--- config.mk ---
export PLATFORM = sky130hd
export DESIGN_NAME = spi_master
export DESIGN_NICKNAME = d
export VERILOG_FILES = /design/src/rtl/spi_master.sv
export SDC_FILE = /design/constraint.sdc
export NUM_CORES = 1
export LEC_CHECK = 0
export BUFFER_PORTS_ARGS = -buffer_cell sky130_fd_sc_hd__buf_2
export CAP_MARGIN = 5
export CORE_MARGIN = 2
export CORE_UTILIZATION = 61
export DETAILED_ROUTE_END_ITERATION = 12
export HOLD_SLACK_MARGIN = 0.02
export PLACE_DENSITY_LB_ADDON = 0.3
export SLEW_MARGIN = 25
export SYNTH_ARGS = -nofsm -noshare
export SYNTH_HDL_FRONTEND = slang
export SYNTH_SLANG_ARGS = --single-unit
--- constraint.sdc ---
create_clock -name i_clk -period 3 [get_ports i_clk]
set_input_delay 0.6 -clock i_clk [delete_from_list [all_inputs] [get_ports i_clk]]
set_output_delay 0.6 -clock i_clk [all_outputs]
set_load 0.05 [all_outputs]
--- src/rtl/spi_master.sv ---
// spi_master: byte-oriented SPI mode-0 initiator (CPOL=0, CPHA=0, MSB first,
// active-low slave select), paced entirely from i_clk.
//
// state  | meaning
// -------+------------------------------------------------------------
// IDLE   | link idle, o_ssel=1, o_ready=1, o_mosi=0
// SETUP  | o_ssel=0, o_sck=0, first bit presented on o_mosi
// HIGH   | o_sck=1; miso sampled on the final cycle
// LOW    | o_sck=0; next bit already on o_mosi
// LINGER | between burst bytes, o_ssel=0, o_ready=1, o_mosi held
// HOLD   | o_ssel still 0 after the final byte
// GAP    | o_ssel=1, o_ready=0, guard time before IDLE
//
// Parameters:
//   CLK_DIV     o_sck half-period in i_clk cycles (legal 2..255)
// Ports:
//   i_clk       system clock, rising edge
//   i_rst       synchronous active-high reset
//   i_start     transfer request, honoured only while o_ready=1
//   i_tx_data   byte to send, captured on acceptance
//   i_last      1 = release o_ssel after this byte, 0 = keep it low
//   o_ready     a start is accepted this cycle
//   o_byte_done one-cycle pulse, o_rx_data valid from this cycle
//   o_rx_data   last received byte, held until the next o_byte_done
//   o_sck       SPI clock, idle low
//   o_mosi      SPI data out
//   i_miso      SPI data in, treated as synchronous to i_clk
//   o_ssel      slave select, active low

module spi_master #(
  parameter int CLK_DIV = 4
) (
  input  logic       i_clk,
  input  logic       i_rst,
  input  logic       i_start,
  input  logic [7:0] i_tx_data,
  input  logic       i_last,
  output logic       o_ready,
  output logic       o_byte_done,
  output logic [7:0] o_rx_data,
  output logic       o_sck,
  output logic       o_mosi,
  input  logic       i_miso,
  output logic       o_ssel
);

  typedef enum logic [2:0] {
    S_IDLE,
    S_SETUP,
    S_HIGH,
    S_LOW,
    S_LINGER,
    S_HOLD,
    S_GAP
  } state_t;

  localparam logic [7:0] DIV_RELOAD = 8'(CLK_DIV - 1);

  state_t     r_state;
  logic [7:0] r_div;
  // Bit 7 goes straight from i_tx_data to o_mosi on acceptance, so only
  // the remaining seven bits need to be kept for shifting.
  logic [6:0] r_tx_shift;
  // The eighth received bit is taken directly from i_miso when the byte
  // completes, so seven bits of history are enough.
  logic [6:0] r_rx_shift;
  logic [2:0] r_bit_cnt;
  logic       r_last;

  logic       w_div_done;
  logic       w_accept;

  assign w_div_done = (r_div == 8'd0);
  // o_ready is only ever 1 in IDLE or LINGER.
  assign w_accept   = i_start && o_ready;

  always_ff @(posedge i_clk) begin
    if (i_rst) begin
      r_state     <= S_IDLE;
      r_div       <= DIV_RELOAD;
      r_tx_shift  <= 7'd0;
      r_rx_shift  <= 7'd0;
      r_bit_cnt   <= 3'd0;
      r_last      <= 1'b0;
      o_ready     <= 1'b1;
      o_byte_done <= 1'b0;
      o_rx_data   <= 8'h00;
      o_sck       <= 1'b0;
      o_mosi      <= 1'b0;
      o_ssel      <= 1'b1;
    end else begin
      o_byte_done <= 1'b0;
      // Free-running down-count; every state transition below reloads it.
      if (!w_div_done) begin
        r_div <= r_div - 8'd1;
      end

      case (r_state)
        S_IDLE, S_LINGER: begin
          if (w_accept) begin
            r_tx_shift <= i_tx_data[6:0];
            r_last     <= i_last;
            r_bit_cnt  <= 3'd0;
            r_state    <= S_SETUP;
            r_div      <= DIV_RELOAD;
            o_ssel     <= 1'b0;
            o_sck      <= 1'b0;
            o_mosi     <= i_tx_data[7];
            o_ready    <= 1'b0;
          end
        end

        S_SETUP: begin
          if (w_div_done) begin
            r_state <= S_HIGH;
            r_div   <= DIV_RELOAD;
            o_sck   <= 1'b1;
          end
        end

        S_HIGH: begin
          if (w_div_done) begin
            r_rx_shift <= {r_rx_shift[5:0], i_miso};
            r_bit_cnt  <= r_bit_cnt + 3'd1;
            r_div      <= DIV_RELOAD;
            o_sck      <= 1'b0;
            if (r_bit_cnt == 3'd7) begin
              // Eighth bit: no trailing LOW phase, and o_mosi keeps bit 0.
              o_byte_done <= 1'b1;
              o_rx_data   <= {r_rx_shift, i_miso};
              if (r_last) begin
                r_state <= S_HOLD;
              end else begin
                r_state <= S_LINGER;
                o_ready <= 1'b1;
              end
            end else begin
              r_state    <= S_LOW;
              r_tx_shift <= {r_tx_shift[5:0], 1'b0};
              o_mosi     <= r_tx_shift[6];
            end
          end
        end

        S_LOW: begin
          if (w_div_done) begin
            r_state <= S_HIGH;
            r_div   <= DIV_RELOAD;
            o_sck   <= 1'b1;
          end
        end

        S_HOLD: begin
          if (w_div_done) begin
            r_state <= S_GAP;
            r_div   <= DIV_RELOAD;
            o_ssel  <= 1'b1;
          end
        end

        S_GAP: begin
          if (w_div_done) begin
            r_state <= S_IDLE;
            r_div   <= DIV_RELOAD;
            o_ready <= 1'b1;
            o_mosi  <= 1'b0;
          end
        end

        default: begin
          r_state <= S_IDLE;
          r_div   <= DIV_RELOAD;
          o_ready <= 1'b1;
          o_sck   <= 1'b0;
          o_mosi  <= 1'b0;
          o_ssel  <= 1'b1;
        end
      endcase
    end
  end

endmodule
# Word level (Yosys, flattened, before mapping)
# Cells that the tools add are included.
dict set report op_classes {
  n_reduce_logical 21
  n_mux 33
  eq_ne 15
  shifts 0
  n_bitwise 5
  n_mul 0
  div_mod_pow 0
  add_sub_neg 2
  magnitude_cmp 0
}
# op count
set ops {}
lappend ops {{3-bit 2-to-1 mux} 8}
lappend ops {{8-bit 2-to-1 mux} 3}
lappend ops {{7-bit 2-to-1 mux} 3}
lappend ops {{8-bit case mux with 2 select lines} 1}
lappend ops {{3-bit case mux with 5 select lines} 1}
lappend ops {{2-bit inequality test, second input constant} 7}
lappend ops {{7-bit case mux with 2 select lines} 1}
lappend ops {{3-bit equality test, second input constant} 4}
lappend ops {{1-bit case mux with 4 select lines} 3}
lappend ops {{1-bit 2-to-1 mux} 11}
lappend ops {{5-bit AND reduction} 2}
lappend ops {{3-bit AND reduction} 3}
lappend ops {{8-bit logical NOT} 1}
lappend ops {{4-bit AND reduction} 2}
lappend ops {{8-bit by 1-bit subtractor with 8-bit output, second input constant} 1}
lappend ops {{3-bit by 2-bit equality test with 1-bit output, second input constant} 2}
lappend ops {{3-bit case mux with 2 select lines} 1}
lappend ops {{6-bit AND reduction} 1}
lappend ops {{2-bit OR reduction} 3}
lappend ops {{3-bit OR reduction} 2}
lappend ops {{1-bit NOT} 5}
lappend ops {{5-bit OR reduction} 1}
lappend ops {{2-bit AND reduction} 2}
lappend ops {{4-bit OR reduction} 1}
lappend ops {{7 further kinds} 7}
dict set report totals {
  out_inout_bits 13
  rom_bits 0
  memories 0
  register_bits 42
  ram_bits 0
  latchBits 0
}

# Longest topological paths before layout
dict set report depth {
  word_depth 4
  ltp_mapped 8
}

# Worst setup path before layout
# Ideal clock, no wire load.
dict set report synth_path {
  kind {flip-flop to flip-flop}
  startpoint {register r_div[0]}
  endpoint {register o_mosi}
  path_buffers 0
  slack_ns 1.302
  stages_incl_launch_ff 7
  arrival_time_ns 1.628
  period_less_slack_ns 1.698
  required_time_ns 2.930
  setup_ns 0.070
  cell_sequence {dfxtp_1 inv_1 ha_1 nor3b_4 a21oi_2 or4_1 a21oi_1}
}
dict set report synth_between {
  elab_chain_cells 3
  word_cells_on_any_way 4
  cone_classes {eq/ne (2); reduce/logical (2)}
}
# item line
set synth_rtl {}
lappend synth_rtl {{start: declaration} 60} ;# logic [7:0] r_div;
lappend synth_rtl {{start signal: assignment} 95} ;# r_div <= r_div - 8'd1;
lappend synth_rtl {{8-bit logical NOT (*)} 73} ;# assign w_div_done = (r_div == 8'd0);
lappend synth_rtl {{2-bit inequality test (no source line)} -}
lappend synth_rtl {{5-bit AND reduction (no source line) (*)} -}
lappend synth_rtl {{end signal: assignment} 108} ;# o_mosi <= i_tx_data[7];
lappend synth_rtl {{end signal: assignment} 140} ;# o_mosi <= r_tx_shift[6];
lappend synth_rtl {{end: declaration} 42} ;# output logic o_mosi,
# Every way passes the cells marked *; elsewhere a longest branch is shown, timed or not.
# A chain may end at the register's enable or synchronous reset.

# Worst setup path after layout
dict set report layout_path {
  startpoint {register r_div[4]}
  endpoint {register o_rx_data[1]}
}
dict set report layout_between {
  elab_chain_cells 2
}
# item line
set layout_rtl {}
lappend layout_rtl {{8-bit logical NOT} 73}
lappend layout_rtl {{3-bit AND reduction (no source line)} -}
lappend layout_rtl {{end signal: assignment} 130} ;# o_rx_data <= {r_rx_shift, i_miso};
lappend layout_rtl {{end: declaration} 40} ;# output logic [7:0] o_rx_data,
# No other way between the ends.

==> reports/results.tsv <==
metric	value	unit
hp-class	register to register	
cts_root_buffer	clkbuf_4	
synth-async-reset-ratio	0	%
max_cap_violations	0	
fin_worst_skew	0.00695	ns
num_vias	1588	
cts_buffers	5	
die_y	60.6	um
leakage	0.900	nW
yosysMostFrequentCell	dfxtp_1	
drt_wl_total	3770	um
num_rows	20	
dieArea	0.00367	mm^2
max_freq	460	MHz
htreeDepth	2	
grt_first_pass_wirelength	6320	um
netSwitchingPower	638	uW
period_needed	2.18	ns
drt.antenna.violating_nets	0	
synth_common_cells	dfxtp_1 (42), nand2_1 (24), nor2_1 (20)	
cp_num_cells	4	
antenna_found_initial	0	
final-seq-area	841	um^2
drc	0	
reg2reg_from	r_div[4]	
synth_edf_count	0	
switching_share	37.7	%
final_max_slew_viol_count	0	
path_max_fanout	11	
synthFlopType	dfxtp_1	
critPathRequiredTime	3.23	ns
synthesis.nets	227	
drive_above_1_share	18.6	%
clockPowerShare	21.0	%
ios	26	
viasPerCell	5.77	
final_area	0.00215	mm^2
areaGrowthSynthToFinish	9.72	%
gp_congestion	0.846	
grt_max_degree	34	
firstDrtPassIters	4	
hpwl	2720	um
combPwrFrac	35.5	%
hold_buffers	0	
synth_top_cell_area_share	43.0	%
cts.clk_slew.worst_paths	0.12	ns
p_int	1.06	mW
grt-ovfl-total	0	
max_stage_delay	0.66	ns
setup_viol	0	
yosys_register_bits	42	
fillers	261	
r2r_cells	4	
die_w	60.6	um
syn_area	0.00196	mm^2
critPathLaunchType	register	
post_cts_resized	0	
dr.first_iter.drc_count	85	
clkLatencyLatePin	0.35	ns
tightestPinTransition	0.626	ns
nets	248	
clockBufferDepth	2	
end_kind	register	
rr_endpoint	o_rx_data[1]	
ys_top_cells_by_area	dfxtp_1 (43%), mux2i_1 (7.7%), nand2_1 (4.6%)	
path_class	register to register	
slew-limit-headroom	58.0	%
syn_avg_cell_area	9.36	um^2
cts_sinks	42	
min_period_over_period	72.5	%
wire_per_inst	13.7	um
tritoncts	done	
rsz0062_at_grt	false	
worstPathArrival	2.41	ns
syn_inst	209	
yosysWarnings	0	
path_cells	nor4_4 > nand4_1 > mux2i_1 > nor2_1	
crit_start	r_div[4]	
crit_buf_inv	0	
setup_tns	0	ns
start_util	64.1	%
core	0.00305	mm^2
pwr-share-seq	43.5	%
synth_top_area_cell	dfxtp_1	
grt_pass1_vias	1477	
synth.distinct_cells	49	
ir_drop	0.000521	V
ff2ff_setup_slack	0.82	ns
diodes	0	
slowest_stage	nand4_1	
portBuffers	25	
status	finished clean	
grtUsageTotal	23.1	%
multi_input_area	0.00101	mm^2
postCtsSetupBuffers	0	
yosysSeqAreaShare	43.0	%
hold_viol	0	
p_per_area	789	mW/mm^2
critPathTopFamily	simple AND/OR/NAND/NOR gates	
endpoint	o_rx_data[1]	
placed_area	0.00207	mm^2
power by group through the flow:
stage / clock network (mW) / registers [mW] / logic [mW]
global route: 0.386 / 0.749 / 0.662
global placement: 0 / 0.738 / 0.578
detailed placement: 0 / 0.747 / 0.600
floorplan: 0 / 0.764 / 0.479
finish: 0.355 / 0.737 / 0.601
CTS: 0.363 / 0.734 / 0.600
kinds of logic (layout without fill, tap and decap cells):
kind of cell | count (synthesis) | after routing | synth area share, %
AOI/OAI and AO/OA | 52 | 52 | 19.0
muxes | 15 | 15 | 7.68
xor gates and xnor gates | 5 | 5 | 2.24
adders and majority gates | 5 | 5 | 3.20
and+or+nand+nor | 72 | 72 | 19.6
buffers and inverters | 18 | 40 | 5.25
DFF | 42 | 42 | 43.0
through the flow:
stage / utilization [%] / std cells / hold slack (ns) / worst slack (ns) / power [mW]
after floorplan: - / 209 / 0.436 / 1.30 / 1.24
after global placement: 67.7 / 267 / 0.442 / 0.905 / 1.32
after detailed placement: 67.7 / 267 / 0.458 / 0.819 / 1.35
after CTS: 70.3 / 275 / 0.475 / 0.799 / 1.70
after global routing: 70.3 / 275 / 0.478 / 0.610 / 1.80
final: 70.3 / 275 / 0.473 / 0.824 / 1.69
state kept, by name, summed over array words and instances (netlist names), 3 cells and up:
name	cells
r_div	8
o_rx_data	8
r_bit_cnt	3
r_state	3
r_rx_shift	7
r_tx_shift	7
layout make-up:
class | instances | area share [%]
multi-input cells | 149 | 47.2
flip-flops and latches | 42 | 39.2
clock inverters | 2 | 1.75
clock buffers | 6 | 1.92
inverters | 5 | 0.875
repair buffers | 27 | 6.53
well taps | 44 | 2.57
how the worst min path moves through the flow:
stage | startpoint | to | slack, ns | cells after the start
floorplan | r_rx_shift[6] | r_rx_shift[6] | 0.44 | 2
global placement | r_rx_shift[6] | r_rx_shift[6] | 0.44 | 2
detailed placement | r_rx_shift[6] | r_rx_shift[6] | 0.46 | 2
CTS | i_miso | r_rx_shift[0] | 0.48 | 3
global route | i_last | r_last | 0.48 | 3
finish | r_rx_shift[6] | r_rx_shift[6] | 0.47 | 2
per-layer routing:
layer / wire length (um) / global-route usage (%) / part of all wire [%]
met1: 1690 / 26.7 / 45
met2: 1830 / 39.5 / 49
met4: 90 / 12.4 / 2.4
met3: 165 / 5.33 / 4.4
met5: 0 / 0 / 0
worst register-to-register path: stages, from the launching register on:
cell	delay [ns]
dfxtp_1	0.38
nor4_4	0.62
nand4_1	0.66
mux2i_1	0.34
nor2_1	0.06
cells in the final DEF, fill, tap and decap left out, drive strengths merged, types with 2 or more instances in the layout:
cell type and n:
o21bai 2, a31o 7, inv 5, nor2 21, dfxtp 42, ha 5
or4 2, a21o 3, a211oi 3, a2111oi 7, nor3b 3, and2 2
nand2 24, mux2i 15, o31ai 3, buf 27, and3 3, nand2b 2
xor2 2, a21oi 17, clkbuf 6, a311oi 2, nor4 3, nand3 6
xnor2 3
Power figures use the tool's default switching activity.
